## src/rtl/arbitro_mem_dados.sv

```systemverilog
// arbitro_mem_dados: round-robin two-port arbiter and one-shot access sequencer for the 64-word data memory.
module arbitro_mem_dados #(
  parameter int PALAVRAS = 64,
  parameter int LARGURA  = 32
) (
  input  logic               clock,
  input  logic               reset,
  input  logic               req0,
  input  logic               req1,
  input  logic               esc0,
  input  logic               esc1,
  input  logic [LARGURA-1:0] end0,
  input  logic [LARGURA-1:0] end1,
  input  logic [LARGURA-1:0] wdado0,
  input  logic [LARGURA-1:0] wdado1,
  output logic               ack0,
  output logic               ack1,
  output logic               erro0,
  output logic               erro1,
  output logic [LARGURA-1:0] rdado0,
  output logic [LARGURA-1:0] rdado1,
  output logic [LARGURA-1:0] mem_endereco,
  output logic [LARGURA-1:0] mem_valor,
  output logic               mem_escrita,
  output logic               mem_leitura,
  input  logic [LARGURA-1:0] mem_dado,
  output logic               ocupado
);
  typedef enum logic [1:0] {OCIOSO, ACESSO, RESPOSTA} estado_t;
  estado_t estado_q, estado_d;
  logic ultimo_q, ultimo_d, porta_q, porta_d, esc_q, esc_d;
  logic ack0_d, ack1_d, erro0_d, erro1_d, mem_esc_d, mem_lei_d, ocupado_d;
  logic [LARGURA-1:0] rdado0_d, rdado1_d, mem_end_d, mem_val_d;
  logic pick, s_esc, bad;
  logic [LARGURA-1:0] s_end, s_dado;
  // On a tie the port that did not win last time is chosen.
  assign pick   = (req0 && req1) ? !ultimo_q : req1;
  assign s_esc  = pick ? esc1 : esc0;
  assign s_end  = pick ? end1 : end0;
  assign s_dado = pick ? wdado1 : wdado0;
  assign bad    = s_end[0] || ((s_end >> 2) >= LARGURA'(PALAVRAS));
  always_comb begin
    estado_d  = estado_q;
    ultimo_d  = ultimo_q;
    porta_d   = porta_q;
    esc_d     = esc_q;
    ack0_d    = 1'b0;
    ack1_d    = 1'b0;
    erro0_d   = 1'b0;
    erro1_d   = 1'b0;
    rdado0_d  = rdado0;
    rdado1_d  = rdado1;
    mem_end_d = '0;
    mem_val_d = '0;
    mem_esc_d = 1'b0;
    mem_lei_d = 1'b0;
    case (estado_q)
      OCIOSO: if (req0 || req1) begin
        ultimo_d  = pick;
        porta_d   = pick;
        esc_d     = s_esc;
        estado_d  = bad ? RESPOSTA : ACESSO;
        ack0_d    = bad && !pick;
        ack1_d    = bad && pick;
        erro0_d   = bad && !pick;
        erro1_d   = bad && pick;
        mem_end_d = bad ? '0 : s_end;
        mem_val_d = bad ? '0 : s_dado;
        mem_esc_d = !bad && s_esc;
        mem_lei_d = !bad && !s_esc;
      end
      ACESSO: begin
        estado_d = RESPOSTA;
        ack0_d   = !porta_q;
        ack1_d   = porta_q;
        rdado0_d = (!esc_q && !porta_q) ? mem_dado : rdado0;
        rdado1_d = (!esc_q && porta_q) ? mem_dado : rdado1;
      end
      RESPOSTA: estado_d = OCIOSO;
      default:  estado_d = OCIOSO;
    endcase
    ocupado_d = estado_d != OCIOSO;
  end
  always_ff @(posedge clock) begin
    if (reset) begin
      estado_q     <= OCIOSO;
      ultimo_q     <= 1'b1;
      porta_q      <= 1'b0;
      esc_q        <= 1'b0;
      ack0         <= 1'b0;
      ack1         <= 1'b0;
      erro0        <= 1'b0;
      erro1        <= 1'b0;
      rdado0       <= '0;
      rdado1       <= '0;
      mem_endereco <= '0;
      mem_valor    <= '0;
      mem_escrita  <= 1'b0;
      mem_leitura  <= 1'b0;
      ocupado      <= 1'b0;
    end else begin
      estado_q     <= estado_d;
      ultimo_q     <= ultimo_d;
      porta_q      <= porta_d;
      esc_q        <= esc_d;
      ack0         <= ack0_d;
      ack1         <= ack1_d;
      erro0        <= erro0_d;
      erro1        <= erro1_d;
      rdado0       <= rdado0_d;
      rdado1       <= rdado1_d;
      mem_endereco <= mem_end_d;
      mem_valor    <= mem_val_d;
      mem_escrita  <= mem_esc_d;
      mem_leitura  <= mem_lei_d;
      ocupado      <= ocupado_d;
    end
  end
endmodule

```

## config.mk

```make
export PLATFORM = sky130hd
export DESIGN_NAME = arbitro_mem_dados
export DESIGN_NICKNAME = d
export VERILOG_FILES = /design/src/rtl/arbitro_mem_dados.sv
export SDC_FILE = /design/constraint.sdc
export NUM_CORES = 1
export LEC_CHECK = 0
export BUFFER_PORTS_ARGS = -buffer_cell sky130_fd_sc_hd__clkbuf_2
export CAP_MARGIN = 20
export CORE_AREA = 2 2 116 118
export DETAILED_ROUTE_END_ITERATION = 8
export DIE_AREA = 0 0 118 120
export PLACE_DENSITY = 0.86
export SLEW_MARGIN = 10
export SYNTH_ARGS = -nofsm -noshare
export SYNTH_HDL_FRONTEND = slang
export SYNTH_SLANG_ARGS = --single-unit
```

## constraint.sdc

```tcl
create_clock -name clock -period 1.4 [get_ports clock]
set_input_delay 0.14 -clock clock [delete_from_list [all_inputs] [get_ports clock]]
set_output_delay 0.14 -clock clock [all_outputs]
set_load 0.05 [all_outputs]
```

==> results.md <==
- Max-cap check violation count: 0
- Critical path class: reg -> reg
- DRC viols: 0
- Worst EP arrival: between 1.5 and 2 ns
- Final worst-path cycle share: 109.8%
- Worst Setup End Kind: register
- Top cell type's share of synthesized area: 56.45%
- R2R Path End: mem_valor[26]
- Pre-CTS WS: -0.2272 ns
- Core area: about 0.013 mm^2
- Peak VDD IR: 0.9234 mV
- Setup ws final: -0.1367 ns
- P_int: 6.838 mW
- Hold wc startpoint: wdado1[13]
- Ranking of synthesized cells by area: dfxtp_1 (56%), nand2_1 (10%), mux2i_1 (8.1%), nor3_2 (8.1%), a21oi_1 (6.7%)
- Height of the die: approximately 120 um
- Top Ports: 301
- Final hold vios: 0
- Cell area after layout: approximately 0.0085 mm^2
- Post-synthesis sequential area ratio: a little under three fifths
- Tot GR Track Use: about a quarter
- Failing checks: setup timing
- Top FF cell, synth: dfxtp_1
- GPL Wtd Cong: 0.8625
- Largest net degree at the start of global routing: 65
- Net Sw Power: around 2.3 mW
- Vias in the first global route: between 5000 and 6000
- Layout Skew: 0.005671 ns
- R2R depth: 6
- Commonest non-fill, non-tap cells in the layout: clkbuf_2 (300), dfxtp_1 (138), nand2_1 (131)
- Synth Cell Area: between 0.004 and 0.005 mm^2
- Critical path required time: around 1.7 ns
- Layout cells sized above 1: between 40% and 50%
- Reg clk slew, reported paths: approximately 0.06 ns
- Die Footprint: 0.01416 mm^2
- Pwr Density: between 1000 and 1500 mW/mm^2
- Post-synth EDFFs: 0
- Max Fclk: 0.6507 GHz
- Async SR Flop Fraction: 0%
- Number of H-tree levels: 4
- RSZ-0062 raised after global routing: true
- Placed Area: between 0.006 and 0.007 mm^2
- Leak: 3.953 nW
- Synth area leader: dfxtp_1
- Relative slew slack: 53.80%
- Initial antenna violation count: 1
- Synthesized instance count: around 500
- Crit start category: register
- Tightest Pin Transition: 0.6929 ns
- # port buffers: 300
- R2R Setup Slk: -0.14 ns
- Avg WL per Cell: roughly 16 um
- Hold Path Sink: mem_valor[13]
- Filler cells: ~960
- Nets: roughly 1100
- Routed Antenna Nets: 0
- Num Clock Sinks: 140
- Fin. max-slew vios: 0
- Initial cell density of the core: 38.25%
- CP top delay family: compound AO/OA/AOI/OAI gates
- Number of library cell types mapped by synthesis: 30
- Worst Hold Class: in -> reg
- Remaining global-route overflow: 0
- R2r startpoint: ultimo_q
- Switching share of total power: 25.04%
- Seq pwr share: between 40% and 50%
- HPWL Detailed: about 11 mm
- 1st-iter DRT viols: 416
- Crit-path cells: buf_6, a21boi_4, nand4_1, a21bo_4, clkbuf_16, nor3_2
- CTS Buffer Depth: 2
- Root Driver: clkbuf_16
- Logic pwr share: about 11%
- CP max stage cell: dfxtp_2
- WP buf/inv: 2
- Status: finished, violations left
- CTS tree: built
- Syn-to-layout area delta: 70.21%
- Synth warnings: 0
- Via count: between 5000 and 6000
- Hold Path Stages: 3
- Power share of the clock group: between 40 and 50%
- Site Rows: 42
- Num CTS Buffers: 17
- Final setup fails: 43
- Synth Register Bits: 140
- Commonest non-fill, non-tap cell in the layout: clkbuf_2
- First-pass detailed-route iteration total: 5
- Min cycle time layout: between 1.5 and 2 ns
- Crit path max fanout: 14
- Final WL: around 18 mm
- Synthesized area per cell: around 10 um^2
- Slowest stage delay, CP: about 0.33 ns
- Global-route wire length before repair: between 20 and 30 mm
- Die W: about 120 um
- Clk Latency, worst-skew pair: 0.41 ns
- DR vias/cell: 4.819
[how the worst max path moves through the flow]
stage / startpoint / end / slack (ns) / cells after the start
after global routing: ultimo_q / mem_valor[3] / -0.18 / 6
final: ultimo_q / mem_valor[26] / -0.14 / 6
after global placement: end0[12] / mem_valor[12] / -0.20 / 6
after detailed placement: end0[23] / mem_valor[20] / -0.23 / 6
after CTS: ultimo_q / mem_valor[12] / -0.08 / 6
after floorplan: ultimo_q / ack1 / 0.02 / 4
[layout make-up]
class	instances	area (um^2)	share of cell area (%)
antenna	1	2.502	0.02961
clock buffer	18	439.2	5.197
clock inverter	14	96.34	1.140
inverter	2	7.507	0.08884
multi-input combinational	350	2146	25.39
sequential	140	2805	33.20
tap	176	220.2	2.606
timing repair buffer	419	2734	32.35
[per-layer routing]
metal / global-route usage (%) / up-vias / wire, um
li1: - / 2531 / -
met1: 26.42 / 2524 / 7131
met2: 42.81 / 278 / 9409
met3: 7.510 / 64 / 1200
met4: 12.88 / 0 / 701
met5: 0 / - / 0
[power by group through the flow]
stage                     clock network (mW)  logic [mW]  registers, mW
after CTS                               4.10       0.964           4.07
after global routing                    4.26        1.08           4.07
after floorplan                            0       0.233           4.32
after detailed placement                   0       0.788           4.15
after global placement                     0       0.784           4.15
final                                   4.03        1.02           4.07
[registers in the layout, indices dropped and copies added (netlist names)]
signal,cells
mem_endereco,32
rdado0,32
rdado1,32
ultimo_q,1
mem_escrita,1
porta_q,1
mem_valor,32
erro0,1
esc_q,1
ocupado,1
mem_leitura,1
erro1,1
ack0,1
ack1,1
estado_q,2
[cell usage after synthesis, types with 3 or more instances]
cell,instances
nor3_2,40
nor4_1,11
buf_6,9
a21oi_1,66
nor2_1,8
clkbuf_1,15
nand4_1,3
dfxtp_1,140
nor3_1,5
nand2_1,132
mux2i_1,40
buf_2,12
[what timing repair did]
item                                   CTS  global route
hold buffers                            72             0
pin swaps                                2             6
resized for setup                        6            21
endpoints found under the hold margin   87             0
gates cloned                             1             3
setup buffers                            1             8
setup endpoints to repair               44           110
[cells by family after synthesis]
logic type / count (synthesis) / synth area share [%]
other: 1 / 0.07553
DFF: 140 / 56.45
buffers and inverters: 38 / 4.536
AOI/OAI and AO/OA: 77 / 8.669
and+or+nand+nor: 206 / 21.90
muxes: 41 / 8.367
[worst reg2reg max path: cells and delay by family, from the launching register on]
| kind | cells | cell delay (ns) |
|---|---|---|
| buf+inv | 2 | 0.31 |
| flops | 1 | 0.33 |
| compound gates | 2 | 0.46 |
| simple gates | 2 | 0.36 |
[through the flow]
stage,TNS [ns],hold WS (ns),utilization [%],power (mW),std cells
final,-4.184,0.009355,65.11,9.122,1120
after global routing,-6.337,0.01531,65.11,9.418,1120
after CTS,-1.531,0.0009805,63.31,9.126,1108
after detailed placement,-8.472,0.3852,53.28,4.939,1002
after global placement,-8.067,0.3790,53.28,4.933,1002
after floorplan,0,0.2760,-,4.554,527
(Power assumes the default switching activity.)
